## src/rtl/rxuart_pkg.sv

```systemverilog
// rxuart_pkg: shared state encoding and default baud divisor for the UART receiver.
package rxuart_pkg;

  // 115200 baud from a 25 MHz clock
  localparam int DEFAULT_CLOCKS_PER_BAUD = 217;

  typedef enum logic [2:0] {
    IDLE       = 3'd0,
    START      = 3'd1,
    DATA       = 3'd2,
    STOP       = 3'd3,
    BREAK_WAIT = 3'd4
  } rx_state_t;

endpackage

```

## src/rtl/rxuart_sync2.sv

```systemverilog
// sync2: two-flop synchronizer for bringing the asynchronous serial line into the clk domain.
module sync2 #(
  parameter logic RESET_VAL = 1'b1
) (
  input  logic clk,
  input  logic reset,
  input  logic d,
  output logic q
);

  logic meta;

  // Two back-to-back flops; both preset to the line's idle level on reset
  always_ff @(posedge clk) begin
    if (reset) begin
      meta <= RESET_VAL;
      q    <= RESET_VAL;
    end else begin
      meta <= d;
      q    <= meta;
    end
  end

endmodule

```

## src/rtl/rxuart.sv

```systemverilog
// rxuart: 8N1 UART receiver, LSB first, mid-bit sampling with a down-counting baud timer.
// Optional feature: define RXUART_FRAME_ERR_EN to get the o_frame_err strobe on a bad stop bit.
module rxuart
  import rxuart_pkg::*;
#(
  parameter int CLOCKS_PER_BAUD = DEFAULT_CLOCKS_PER_BAUD
) (
  input  logic       i_clk,
  input  logic       i_reset,
  input  logic       i_uart_rx,
  output logic       o_wr,
  output logic [7:0] o_data,
`ifdef RXUART_FRAME_ERR_EN
  output logic       o_frame_err,
`endif
  output logic       o_busy
);

  localparam int CNT_W = $clog2(CLOCKS_PER_BAUD);
  // Loaded values are one less than the wait because the sample happens when the counter reads zero
  localparam logic [CNT_W-1:0] BAUD_RELOAD = CNT_W'(CLOCKS_PER_BAUD - 1);
  localparam logic [CNT_W-1:0] HALF_RELOAD = CNT_W'(CLOCKS_PER_BAUD / 2 - 1);

  rx_state_t        state;
  logic [CNT_W-1:0] counter;
  logic [2:0]       bit_idx;
  logic [7:0]       shift_reg;
  logic             rx_s;

  sync2 #(
    .RESET_VAL (1'b1)
  ) u_sync (
    .clk   (i_clk),
    .reset (i_reset),
    .d     (i_uart_rx),
    .q     (rx_s)
  );

  // Frame FSM: hunt for start, sample each bit at its centre, and leave at mid-stop so a back-to-back start is caught
  always_ff @(posedge i_clk) begin
    if (i_reset) begin
      state     <= IDLE;
      counter   <= '0;
      bit_idx   <= '0;
      shift_reg <= '0;
      o_wr      <= 1'b0;
      o_busy    <= 1'b0;
      o_data    <= 8'h00;
`ifdef RXUART_FRAME_ERR_EN
      o_frame_err <= 1'b0;
`endif
    end else begin
      o_wr <= 1'b0;
`ifdef RXUART_FRAME_ERR_EN
      o_frame_err <= 1'b0;
`endif
      case (state)
        IDLE: begin
          if (!rx_s) begin
            state   <= START;
            counter <= HALF_RELOAD;
            o_busy  <= 1'b1;
          end
        end
        START: begin
          if (counter != '0) begin
            counter <= counter - 1'b1;
          end else if (!rx_s) begin
            state   <= DATA;
            counter <= BAUD_RELOAD;
            bit_idx <= '0;
          end else begin
            state  <= IDLE;
            o_busy <= 1'b0;
          end
        end
        DATA: begin
          if (counter != '0) begin
            counter <= counter - 1'b1;
          end else begin
            shift_reg <= {rx_s, shift_reg[7:1]};
            counter   <= BAUD_RELOAD;
            if (bit_idx == 3'd7) begin
              state   <= STOP;
              bit_idx <= '0;
            end else begin
              bit_idx <= bit_idx + 3'd1;
            end
          end
        end
        STOP: begin
          if (counter != '0) begin
            counter <= counter - 1'b1;
          end else if (rx_s) begin
            o_wr   <= 1'b1;
            o_data <= shift_reg;
            state  <= IDLE;
            o_busy <= 1'b0;
          end else begin
`ifdef RXUART_FRAME_ERR_EN
            o_frame_err <= 1'b1;
`endif
            state  <= BREAK_WAIT;
            o_busy <= 1'b0;
          end
        end
        BREAK_WAIT: begin
          if (rx_s) begin
            state <= IDLE;
          end
        end
        default: begin
          state  <= IDLE;
          o_busy <= 1'b0;
        end
      endcase
    end
  end

endmodule

```

## config.mk

```make
export PLATFORM = sky130hd
export DESIGN_NAME = rxuart
export DESIGN_NICKNAME = d
export VERILOG_FILES = /design/src/rtl/rxuart_pkg.sv /design/src/rtl/rxuart_sync2.sv /design/src/rtl/rxuart.sv
export SDC_FILE = /design/constraint.sdc
export NUM_CORES = 1
export LEC_CHECK = 0
export BUFFER_PORTS_ARGS = -buffer_cell sky130_fd_sc_hd__buf_2
export CORE_UTILIZATION = 50
export DETAILED_ROUTE_END_ITERATION = 8
export GPL_ROUTABILITY_DRIVEN = 0
export PLACE_DENSITY_LB_ADDON = 0.08
export SLEW_MARGIN = 5
export SYNTH_ARGS = -nofsm -noshare
export SYNTH_HDL_FRONTEND = slang
export SYNTH_HIERARCHICAL = 1
export SYNTH_SLANG_ARGS = --single-unit
```

## constraint.sdc

```tcl
create_clock -name i_clk -period 1.7 [get_ports i_clk]
set_input_delay 0.085 -clock i_clk [delete_from_list [all_inputs] [get_ports i_clk]]
set_output_delay 0.085 -clock i_clk [all_outputs]
set_load 0.01 [all_outputs]
```

==> summary.txt, run 1 <==
CTS
  – CTS tree: built
  – Clock Sinks: 34
  – Root Buffer: clkbuf_4
  – CTS Buffer Depth: 2
  – Clock transition at path regs: 0.11 ns
  – Cts bufs inserted: 5
  – Clk_lat worst skew: approximately 0.34 ns
  – H-tree Lvls: 2

Floorplanning
  – Die area: 3490 µm²
  – Die H: 59.1 µm
  – IO Count: 13
  – Initial Util: 52.9%
  – Die X: 59.1 µm
  – Core area: 3080 µm²
  – Row count: 20

Logic synthesis
  – Most common library cells after synthesis: dfxtp_1, nor2_1, mux2i_1, inv_1, o21ai_0
  – Distinct cells, synth: 52
  – EDFF count, synth: 0
  – Ys Warns: 6
  – Cell taking the most area after synthesis: dfxtp_1
  – Cell Area, Synth: 1630 µm²
  – Sequential area share after synthesis: 41.8%
  – Post-synth top area share: a little over two fifths
  – Synth Register Bits: 34
  – Mapped Avg Cell Area: 9.47 µm²
  – Ys async rst share: 0%
  – Syn Inst Count: between 150 and 200
  – Synth top area cells: dfxtp_1, mux2i_1, nor2_1, ha_1, o21ai_0
  – Count leader, synth: dfxtp_1
  – Top_reg_cell synth: dfxtp_1
  – Net Count, Synth: 179

Power
  – Combinational group share of total power: a little over a quarter
  – Total power after layout: 0.00182 W
  – Pwr dens: 873 nW/µm²
  – Sequential share of power: 47.2%
  – Int Power: between 0.001 and 0.0015 W
  – Sw Share: just over 30%
  – P_sw: ~0.00055 W
  – Static Leakage: 0.903 nW
  – Peak supply drop: 0.647 mV
  – Clock Power Share: 26.5%

STA
  – Hold Vio Cnt, Final: 0
  – Setup Viol. Count Final: 1
  – Final Max Tran Viols: 0
  – Crit share post-route: 100%
  – Slew @ Worst Pin: 0.588 ns
  – RSZ-0062 raised after global routing: yes
  – Slew HR: roughly 60%
  – Fmax: 0.586 GHz
  – Setup ws final: -0.00688 ns
  – Clock Skew: 0.00635 ns
  – Clock period minus worst slack: roughly 1.7 ns

GRT
  – Gr ovfl total: 0
  – First-pass GRT wire length: 6180 µm
  – Pin count of the biggest net entering global routing: 34
  – Initial antenna violation count: 0
  – Vias in the first global route: 1387
  – Total GRT Usage: 23.8%

Finish
  – Area grow syn2layout: 27.6%
  – Antenna cells: 0
  – Fillers: about 260
  – Final instance area: around 2100 µm²
  – Layout cell share with drive strength beyond 1: 33.0%
  – Fin nets: 218
  – Register area: 683 µm²
  – Multi-input gate area: 955 µm²

Worst hold path
  – Hold Crit Start: i_reset
  – Worst min path class: input pin to register
  – Worst Hold End: o_data[2]
  – Hold Path Cell Cnt: 2

Placed design
  – I/O Buffers: 12
  – DP HPWL: 2480 µm
  – Placed cell area: 1890 µm²

Run
  – Max-cap violations: 0

Worst setup path
  – Critical Path AT: 1.96 ns
  – Worst setup EP type: register
  – Required @ worst endpoint: 1.95 ns
  – R2R setup slack: -0.007 ns
  – Reg2Reg Depth: 7
  – Worst reg2reg startpoint: counter[1]
  – Crit path max fanout: 4
  – Setup crit start kind: register
  – Worst R2R End: counter[5]
  – Critical path class: register to register

Drt
  – Overall via count from detail_route: 1487
  – DRT Pass-1 Iters: 4
  – Final wirelength: 3700 µm
  – WL per Instance: 14.5 µm
  – Vias per std cell: ~5.8
  – Drt drc: 0
  – DRT iter0 DRCs: 100
  – Final ANT Viol Nets: 0

Outcome
  – Outcome: complete, but fails checks
  – Failing checks: negative setup slack
[kinds of logic after synthesis]
family / share of synthesized area, %
fa+ha+maj: 3.07
flops: 41.8
buf+inv: 4.22
compound gates: 19.3
simple gates: 19.4
mux: 11.7
xor+xnor: 0.538
[area by class of cell]
type	count	area share [%]
Clock inverter	1	0.241
Timing Repair Buffer	41	14.3
Tap cell	44	2.65
Inverter	8	1.44
Clock buffer	7	2.65
Multi-Input combinational cell	121	45.9
Sequential cell	34	32.9
[worst max-delay path, cell delays in order, from the launching register on]
cell and delay [ns]:
dfxtp_2 0.35, inv_2 0.05, ha_4 0.15, nor4b_4 0.14, buf_4 0.16, a31o_2 0.26
a21o_1 0.21, a221oi_1 0.30
[placed cells by master (no fill, tap or decap), drive strengths merged, types with 2 or more instances in the layout]
cell / n
inv: 8
and2: 2
a21oi: 6
nor2: 24
o21ai: 8
mux2i: 19
o21bai: 2
ha: 4
a211oi: 3
nand2: 3
dfxtp: 34
a32oi: 2
o211a: 2
clkbuf: 7
or2: 3
or3: 3
nor3: 4
nor4b: 2
nand2b: 3
o22ai: 2
a221oi: 2
buf: 40
a21o: 3
[per-stage QoR]
step	util [%]	TNS [ns]	instances	setup WS (ns)	hold slack, ns
5_1_grt	67.6	-0.891	256	-0.0811	0.236
2_1_floorplan	-	-0.00979	172	-0.00979	0.182
3_5_place_dp	61.5	-0.393	242	-0.107	0.270
4_1_cts	65.5	-0.0688	254	-0.0570	0.209
3_3_place_gp	61.5	-0.0319	242	-0.0319	0.266
6_report	67.6	-0.00688	256	-0.00688	0.223
[power groups by stage]
stage          combinational [W]  clock, W  sequential [W]
2_1_floorplan           0.000227         0        0.000868
3_3_place_gp            0.000347         0        0.000870
3_5_place_dp            0.000355         0        0.000871
4_1_cts                 0.000410  0.000492        0.000856
5_1_grt                 0.000511  0.000530        0.000861
6_report                0.000478  0.000481        0.000858
[repair_timing]
| item | in CTS | in global routing |
|---|---|---|
| pin swaps | 3 | 6 |
| hold buffers | 1 | 0 |
| endpoints found under the hold margin | 1 | 0 |
| buffers inserted | 3 | 2 |
| gates resized for setup | 10 | 14 |
| endpoints found under the setup margin | 24 | 29 |
| cloned | 0 | 0 |
[worst max path at each step]
stage / from / end / slack [ns]
3_5_place_dp: counter[0] / o_busy / -0.11
6_report: counter[1] / counter[5] / -0.007
5_1_grt: counter[1] / bit_idx[0] / -0.08
4_1_cts: counter[1] / o_busy / -0.06
2_1_floorplan: counter[0] / o_busy / -0.01
3_3_place_gp: counter[0] / o_busy / -0.03
[metal layers]
layer	global-route usage, %	wire [µm]	vias up
met4	9.86	62	0
li1	-	-	709
met5	0	0	-
met2	36.7	1760	51
met3	7.42	239	11
met1	30.7	1640	716
No activity file was read; power rests on OpenSTA's default activity.
==> run 2, diff against run 1 <==
Settings changed: SYNTH_HIERARCHICAL 1 to default.
==> summary.txt, run 2 <==
Drt
  – Final ANT Viol Nets: 0
  – Drt drc: 0
  – Final wirelength: 3480 µm
  – Vias per std cell: 5.34
  – WL per Instance: 13.4 µm
  – DRT Pass-1 Iters: 4
  – Overall via count from detail_route: 1384
  – DRT iter0 DRCs: 64

Worst setup path
  – R2R setup slack: -0.006 ns
  – Setup crit start kind: register
  – Worst setup EP type: register
  – Critical path class: register to register
  – Required @ worst endpoint: 1.92 ns
  – Crit path max fanout: 5
  – Reg2Reg Depth: 8
  – Critical Path AT: 1.92 ns
  – Worst reg2reg startpoint: counter[0]
  – Worst R2R End: shift_reg[1]

Power
  – Total power after layout: approximately 0.0018 W
  – Pwr dens: between 800 and 900 nW/µm²
  – Peak supply drop: 0.502 mV
  – Static Leakage: 0.946 nW

Outcome
  – Failing checks: negative setup slack
  – Outcome: complete, but fails checks

GRT
  – Pin count of the biggest net entering global routing: 22
  – First-pass GRT wire length: about 5700 µm
  – Vias in the first global route: 1310
  – Gr ovfl total: 0
  – Initial antenna violation count: 0
  – Total GRT Usage: 22.5%

STA
  – RSZ-0062 raised after global routing: yes
  – Final Max Tran Viols: 0
  – Setup ws final: -0.00608 ns
  – Clock Skew: around 0.0058 ns
  – Crit share post-route: 100%
  – Clock period minus worst slack: approximately 1.7 ns
  – Fmax: 0.586 GHz
  – Setup Viol. Count Final: 1
  – Hold Vio Cnt, Final: 0
  – Slew @ Worst Pin: 0.481 ns
  – Slew HR: 67.8%
  – WHS: about 0.14 ns

Logic synthesis
  – Cell taking the most area after synthesis: dfxtp_1
  – EDFF count, synth: 0
  – Count leader, synth: dfxtp_1
  – Syn Inst Count: about 180
  – Top_reg_cell synth: dfxtp_1
  – Net Count, Synth: 185
  – Cell Area, Synth: 1600 µm²
  – Distinct cells, synth: 40
  – Ys Warns: 0
  – Post-synth top area share: 42.6%
  – Mapped Avg Cell Area: 8.97 µm²
  – Ys async rst share: 0%
  – Sequential area share after synthesis: 42.6%
  – Most common library cells after synthesis: dfxtp_1, nor2_1, mux2i_1, a21oi_1, nand2_1
  – Synth top area cells: dfxtp_1, mux2i_1, nor2_1, a21oi_1, ha_1
  – Synth Register Bits: 34

Worst hold path
  – Worst Hold End: shift_reg[3]
  – Hold Path Cell Cnt: 2
  – Worst min path class: input pin to register
  – Hold Crit Start: i_reset

CTS
  – Root Buffer: clkbuf_4
  – H-tree Lvls: 2
  – Clock Sinks: 34
  – CTS tree: built
  – Clk_lat worst skew: ~0.33 ns
  – CTS Buffer Depth: 2
  – Clock transition at path regs: 0.10 ns
  – Cts bufs inserted: 5

Finish
  – Fin nets: 222
  – Layout cell share with drive strength beyond 1: 34.4%
  – Antenna cells: 0
  – Most frequent cells in the layout: dfxtp_1, nor2_1, buf_4
  – Commonest non-fill, non-tap cell in the layout: dfxtp_1
  – Final instance area: 1990 µm²
  – Final Non-Filler Cells: 259
  – Register area: 686 µm²
  – Fillers: 269
  – Multi-input gate area: 900 µm²
  – Area grow syn2layout: 24.8%

Floorplanning
  – IO Count: 13
  – Core area: 3050 µm²
  – Initial Util: 52.3%
  – Die area: 3420 µm²
  – Die X: 58.5 µm
  – Row count: 20
  – Die H: 58.5 µm

Placed design
  – Placed cell area: 1860 µm²
  – I/O Buffers: 12
  – Post-Place Cells: 248
  – DP HPWL: around 2600 µm

Run
  – Max-cap violations: 0
run 2: worst max path at each step:
stage                     cells after the start        from  slack (ns)      endpoint
after floorplan                               7  counter[0]        0.01    counter[4]
after global placement                        5  counter[2]       -0.03    counter[4]
after detailed placement                      8  counter[1]       -0.05  shift_reg[1]
after CTS                                     8  counter[1]      -0.002    counter[4]
after global routing                          8  counter[0]       -0.07  shift_reg[1]
final                                         8  counter[0]      -0.006  shift_reg[1]
run 2: final cells by class:
cell class	count	share of cell area, %
Multi-Input combinational cell	129	45.1
Timing Repair Buffer	40	14.2
Sequential cell	34	34.4
Clock inverter	2	0.502
Inverter	5	1.07
Clock buffer	5	1.88
Tap cell	44	2.76
run 2: metrics by stage:
| stage | util, % | setup slack, ns | TNS, ns |
|---|---|---|---|
| 6_report | 65.3 | -0.00608 | -0.00608 |
| 3_5_place_dp | 60.9 | -0.0535 | -0.187 |
| 5_1_grt | 65.3 | -0.0699 | -0.815 |
| 2_1_floorplan | - | 0.0131 | 0 |
| 3_3_place_gp | 60.9 | -0.0274 | -0.0274 |
| 4_1_cts | 63.6 | -0.00192 | -0.00262 |
run 2: cells by family after synthesis:
family                     count (synthesis)  synth area share [%]
muxes                                     18                  11.3
xor gates and xnor gates                   2                  1.10
and+or+nand+nor                           69                  22.2
buffers and inverters                     15                  4.62
DFF                                       34                  42.6
AOI/OAI and AO/OA                         36                  15.0
adders and majority gates                  4                  3.13
run 2: routing by layer:
layer | routed length, µm | GRT usage (%) | share of wire (%)
met1 | 1590 | 26.0 | 46
met2 | 1700 | 38.9 | 49
met3 | 110 | 7.47 | 3.2
met4 | 76 | 7.82 | 2.2
met5 | 0 | 0 | 0
run 2: timing repair:
item | CTS | global route
gates resized for setup | 7 | 15
setup endpoints to repair | 19 | 26
hold buffers | 1 | 0
endpoints found under the hold margin | 1 | 0
pin swaps | 2 | 5
buffers inserted | 1 | 2
run 2: critical path: stages, from the launching register on:
cell     delay [ns]
dfxtp_2        0.34
inv_2          0.08
ha_4           0.13
nor3b_4        0.24
nand2_2        0.09
or3_4          0.35
buf_6          0.15
mux2i_1        0.16
nor2_1         0.05
run 2: power by group:
group	internal [W]	total, W	switching [W]
sequential	0.000828	0.000861	0.0000336
combinational	0.000257	0.000488	0.000232
clock	0.000149	0.000409	0.000261
total	0.00123	0.00176	0.000526
